[src/rtl/decode_pipe.sv]
// Registered RV32I decode stage with a 2-entry (OUT + SKID) valid/ready buffer and flush.
// Optional illegal-opcode detection is compiled in with `define DECODE_ILLEGAL_EN.
module decode_pipe #(
  parameter int DWIDTH = 32,
  parameter int AWIDTH = 32,
  parameter logic [DWIDTH-1:0] NOP_INSN = 32'h0000_0013
) (
  input  logic              clk,
  input  logic              rst,
  input  logic              valid_i,
  output logic              ready_o,
  input  logic [DWIDTH-1:0] insn_i,
  input  logic [AWIDTH-1:0] pc_i,
  input  logic              flush_i,
  output logic              valid_o,
  input  logic              ready_i,
  output logic [AWIDTH-1:0] pc_o,
  output logic [DWIDTH-1:0] insn_o,
  output logic [6:0]        opcode_o,
  output logic [4:0]        rd_o,
  output logic [2:0]        funct3_o,
  output logic [4:0]        rs1_o,
  output logic [4:0]        rs2_o,
  output logic [6:0]        funct7_o,
  output logic [4:0]        shamt_o,
  output logic [DWIDTH-1:0] imm_o,
  output logic              illegal_o,
  output logic [1:0]        state_dbg
);

  // Handshake: an input transfer happens on a clock edge where valid_i && ready_o,
  // an output transfer where valid_o && ready_i; ready_o never depends on ready_i.
  typedef enum logic [1:0] {EMPTY = 2'd0, ONE = 2'd1, FULL = 2'd2} state_t;

  state_t            state, state_nxt;
  logic              ready_q;
  logic [DWIDTH-1:0] insn_r, skid_insn, new_insn, imm_r, new_imm;
  logic [AWIDTH-1:0] pc_r, skid_pc, new_pc;
  logic              accept, drain;
  logic              load_in, load_skid, skid_to_out, clear_out;

  function automatic logic [DWIDTH-1:0] imm_of(input logic [DWIDTH-1:0] i);
    case (i[6:0])
      7'b0000011, 7'b0010011,
      7'b1100111, 7'b1110011: imm_of = {{20{i[31]}}, i[31:20]};
      7'b0100011:             imm_of = {{20{i[31]}}, i[31:25], i[11:7]};
      7'b1100011:             imm_of = {{19{i[31]}}, i[31], i[7], i[30:25], i[11:8], 1'b0};
      7'b0110111, 7'b0010111: imm_of = {i[31:12], 12'b0};
      7'b1101111:             imm_of = {{11{i[31]}}, i[31], i[19:12], i[20], i[30:21], 1'b0};
      default:                imm_of = '0;
    endcase
  endfunction

`ifdef DECODE_ILLEGAL_EN
  logic illegal_r, new_illegal;

  function automatic logic is_illegal(input logic [DWIDTH-1:0] i);
    case (i[6:0])
      7'b0000011, 7'b0010011, 7'b1100111, 7'b1110011,
      7'b0100011, 7'b1100011, 7'b0110111, 7'b0010111,
      7'b1101111, 7'b0110011, 7'b0001111: is_illegal = (i[1:0] != 2'b11);
      default:                             is_illegal = 1'b1;
    endcase
  endfunction
`endif

  assign accept = valid_i && ready_q;
  assign drain  = (state != EMPTY) && ready_i;

  always_comb begin
    state_nxt   = state;
    load_in     = 1'b0;
    load_skid   = 1'b0;
    skid_to_out = 1'b0;
    clear_out   = 1'b0;
    if (flush_i) begin
      state_nxt = EMPTY;
      clear_out = 1'b1;
    end else begin
      case (state)
        EMPTY: if (accept) begin
          state_nxt = ONE;
          load_in   = 1'b1;
        end
        ONE: begin
          if (accept && drain) begin
            load_in = 1'b1;
          end else if (accept) begin
            state_nxt = FULL;
            load_skid = 1'b1;
          end else if (drain) begin
            state_nxt = EMPTY;
            clear_out = 1'b1;
          end
        end
        FULL: if (drain) begin
          state_nxt   = ONE;
          skid_to_out = 1'b1;
        end
        default: begin
          state_nxt = EMPTY;
          clear_out = 1'b1;
        end
      endcase
    end
  end

  always_comb begin
    new_insn = skid_to_out ? skid_insn : insn_i;
    new_pc   = skid_to_out ? skid_pc : pc_i;
`ifdef DECODE_ILLEGAL_EN
    new_illegal = is_illegal(new_insn);
    new_imm     = new_illegal ? '0 : imm_of(new_insn);
`else
    new_imm     = imm_of(new_insn);
`endif
  end

  always_ff @(posedge clk or posedge rst) begin
    if (rst) begin
      state   <= EMPTY;
      ready_q <= 1'b1;
    end else begin
      state   <= state_nxt;
      ready_q <= (state_nxt != FULL);
    end
  end

  // pc_r is deliberately left untouched when OUT empties so pc_o keeps its last value.
  always_ff @(posedge clk or posedge rst) begin
    if (rst) begin
      insn_r    <= NOP_INSN;
      pc_r      <= '0;
      imm_r     <= imm_of(NOP_INSN);
      skid_insn <= '0;
      skid_pc   <= '0;
    end else begin
      if (load_in || skid_to_out) begin
        insn_r <= new_insn;
        pc_r   <= new_pc;
        imm_r  <= new_imm;
      end else if (clear_out) begin
        insn_r <= NOP_INSN;
        imm_r  <= imm_of(NOP_INSN);
      end
      if (load_skid) begin
        skid_insn <= insn_i;
        skid_pc   <= pc_i;
      end
    end
  end

`ifdef DECODE_ILLEGAL_EN
  always_ff @(posedge clk or posedge rst) begin
    if (rst)                        illegal_r <= 1'b0;
    else if (load_in || skid_to_out) illegal_r <= new_illegal;
    else if (clear_out)             illegal_r <= 1'b0;
  end
  assign illegal_o = illegal_r;
`else
  assign illegal_o = 1'b0;
`endif

  assign ready_o   = ready_q;
  assign valid_o   = (state != EMPTY);
  assign state_dbg = state;
  assign insn_o    = insn_r;
  assign pc_o      = pc_r;
  assign imm_o     = imm_r;
  assign opcode_o  = insn_r[6:0];
  assign rd_o      = insn_r[11:7];
  assign funct3_o  = insn_r[14:12];
  assign rs1_o     = insn_r[19:15];
  assign rs2_o     = insn_r[24:20];
  assign funct7_o  = insn_r[31:25];
  assign shamt_o   = insn_r[24:20];

endmodule
[config.mk]
export PLATFORM = sky130hd
export DESIGN_NAME = decode_pipe
export DESIGN_NICKNAME = d
export VERILOG_FILES = /design/src/rtl/decode_pipe.sv
export SDC_FILE = /design/constraint.sdc
export NUM_CORES = 1
export LEC_CHECK = 0
export BUFFER_PORTS_ARGS = -buffer_cell sky130_fd_sc_hd__buf_4
export CAP_MARGIN = 20
export CORE_ASPECT_RATIO = 1.4
export CORE_MARGIN = 3
export CORE_UTILIZATION = 53
export CTS_CLUSTER_DIAMETER = 200
export CTS_CLUSTER_SIZE = 8
export DETAILED_ROUTE_END_ITERATION = 6
export PLACE_DENSITY = 0.81
export SKIP_CTS_REPAIR_TIMING = 1
export SLEW_MARGIN = 40
export SYNTH_ARGS = -nofsm -noshare
export SYNTH_HDL_FRONTEND = slang
export SYNTH_SLANG_ARGS = --single-unit
[constraint.sdc]
create_clock -name clk -period 5.5 [get_ports clk]
set_input_delay 0.275 -clock clk [delete_from_list [all_inputs] [get_ports clk]]
set_output_delay 0.275 -clock clk [all_outputs]
set_load 0.01 [all_outputs]
==> reports/qor.txt <==
Status = finished, violations left
Failing checks = negative hold slack
Cell taking the most area after synthesis = dfrtp_1
Die area = 0.0155 sq mm
Post-synth cell types = 53
MaxCap Viol Count = 0
Async SR Flop Fraction = 100%
Fin crit period = 2.67 ns
Total CTS buffers = 17
Routability Congestion = 0.859
Crit path capture type = register
Cells after synthesis = 696
Mean Syn Cell Area = 10.7 sq um
Pwr Density = 338 mW/mm^2
Initial antenna violation count = 0
Slew margin rel. = 51.1%
Worst Max-Slew Pin Slew = 0.734 ns
Tot GR Track Use = 23.8%
Slew Viols, Final = 0
Critical Path Start Type = register
Core ar. = 0.0136 sq mm
Fillers = 975
Max frequency = 374 MHz
Routed WL = 18400 um
Most common cell in the netlist = dfrtp_1
CTS Buffer Depth = 2
Clock Skews = 0.00867 ns
Pre-CTS WS = 2.86 ns
Most frequent cells after synthesis = dfrtp_1, nand2_1, mux2_2
Slowest-stage cell, CP = and4bb_4
Slack of the critical path = 2.83 ns
Final worst-path cycle share = 48.6%
First-pass GRT wire length = 29700 um
Synth Register Bits = 163
Synth Area in Simple Gates = 12.6%
Die Wd = 106 um
Reg2reg path depth = 6
Reg-to-Reg End = imm_o[29]
FF-to-FF setup slack = 2.83 ns
Starting Density = 54.9%
Synth top area share = 53.4%
Largest net degree at the start of global routing = 102
# diodes = 0
Top post-synthesis cells by area = dfrtp_1, mux2_2, nand2_1
Xor/xnor share of the synthesized area = 0.118%
Clock Latency Late Sink = 0.42 ns
EDFF count, synth = 0
Die Y = 146 um
Critical path type = reg2reg
Final nets = 914
WP data required = 5.82 ns
Hold Slack = -0.0408 ns
# clock sinks = 163
Mux cell area share after synthesis = 13.4%
RSZ-0062 raised after global routing = no
Post-Synth Adder-Cell Area = 0%
Syn Std Cell Area = 0.00745 sq mm
Antenna Nets Post-Route = 0
# setup viols final = 0
Arrival @ worst endpoint = 2.99 ns
CTS tree = built
Final core utilization = 69.1%
Reg2reg start = state_dbg[0]
Total gr overflow = 0
Ys Warns = 0
Reg clk slew, reported paths = 0.06 ns
Lkg Pwr = 4.66 nW
Largest family of logic cells by synthesized area = multiplexers
Clock Tree Root = clkbuf_16
Crit path to = imm_o[29]
Iter 0 DRT Violations = 238
CTS H-tree depth = 4
Critical path launch point = state_dbg[0]
Hold Path Class = in2async
DRC = 0
Port Buffers = 205
Max incr delay on CP = 0.81 ns
Share of layout cells above drive strength 1 = 38.9%
Register area share after synthesis = 54.8%
Dpl hpwl = 12900 um
Row count = 50
WL/cell = 17.7 um
Setup TNS = 0 ns
Overall Power = 3.17 mW
Crit path max fanout = 47
Average vias per placed instance = 5.58
Fin. Hold Viols = 43
Vias = 5806
Main synth FF type = dfrtp_1
Post-synth net total = 765
DRT Pass-1 Iters = 5
Vias in the first global route = 5935
Crit-path cells = and4bb_4, mux2_2, and3_4, o311ai_4, nand2_2, o211ai_1
Area grow syn2layout = 25.9%
Synth Area in Compound Gates = 12.2%
I/O pins = 207
Maximum vdd drop = 0.178 mV
==> kinds of logic after synthesis <==
group	after synthesis
compound gates	130
xor+xnor	1
other cells	1
flops	163
buf+inv	89
mux	92
simple gates	220
==> how the worst min path moves through the flow <==
stage                    from    endpoint  slack (ns)
floorplan             ready_i     ready_o        0.40
global placement    insn_o[4]   insn_o[4]        0.47
detailed placement        rst  insn_o[28]        0.45
CTS                       rst  insn_o[25]       0.009
global route              rst     pc_o[6]        0.02
finish                    rst     pc_o[6]       -0.04
==> worst max-delay path: cells and delay by family (launching register included) <==
family	cells	cell delay (ns)
DFF	1	0.47
muxes	1	0.41
and+or+nand+nor	3	1.24
AOI/OAI and AO/OA	2	0.43
==> metrics by stage <==
step / instance area (sq um) / instances / hold WS, ns
6_report: 9380 / 1040 / -0.0408
5_1_grt: 9380 / 1040 / 0.0186
4_1_cts: 9370 / 1040 / 0.00868
3_5_place_dp: 8840 / 1008 / 0.450
3_3_place_gp: 8820 / 1008 / 0.475
2_1_floorplan: 7450 / 696 / 0.396
==> area by class of cell <==
cell class	instances	area, sq um	share of cell area, %
Multi-Input combinational cell	444	2910	31.0
Clock buffer	18	429	4.58
Sequential cell	163	4080	43.6
Clock inverter	14	103	1.09
Inverter	9	41.3	0.440
Timing Repair Buffer	210	1580	16.9
Tap cell	182	228	2.43
==> where the power goes <==
| group | internal [mW] | total (mW) | switching (mW) | leakage, nW |
|---|---|---|---|---|
| Sequential | 1.41 | 1.55 | 0.138 | 2.05 |
| Clock | 0.581 | 1.07 | 0.485 | 0.265 |
| Combinational | 0.301 | 0.553 | 0.252 | 2.35 |
| Total | 2.29 | 3.17 | 0.876 | 4.66 |
==> cell usage in the layout (no fill, tap or decap), types with 2 or more instances in the layout <==
| cell | instances |
|---|---|
| nor4b_1 | 2 |
| inv_6 | 4 |
| mux2_2 | 64 |
| nand2b_1 | 4 |
| nand3b_1 | 4 |
| dfrtp_1 | 159 |
| o21a_1 | 9 |
| o221ai_1 | 4 |
| o2111a_1 | 2 |
| clkinv_2 | 5 |
| a22o_1 | 2 |
| clkinv_4 | 4 |
| nand3_1 | 6 |
| nand2_2 | 2 |
| o211ai_1 | 2 |
| inv_1 | 8 |
| a21oi_1 | 3 |
| mux2i_1 | 28 |
| nand2_1 | 144 |
| a221oi_1 | 2 |
| a32oi_1 | 3 |
| o21ai_1 | 15 |
| buf_4 | 209 |
| o211ai_2 | 9 |
| and3_1 | 2 |
| a31oi_1 | 32 |
| o31ai_1 | 2 |
| o21ai_0 | 36 |
| dfstp_2 | 4 |
| nor2b_1 | 2 |
| clkbuf_16 | 17 |
| nor2_1 | 41 |
==> registers in the layout, indices dropped and copies added, names as in the netlist <==
signal / count
ready_o: 1
imm_o: 32
insn_o: 32
pc_o: 32
skid_insn: 32
skid_pc: 32
state_dbg: 2
==> per-layer routing <==
metal / wire [um] / global-route usage (%)
met1: 7090 / 27.5
met2: 9350 / 41.3
met3: 1420 / 6.94
met4: 558 / 9.66
met5: 0 / 0
Power figures use the tool's default switching activity.
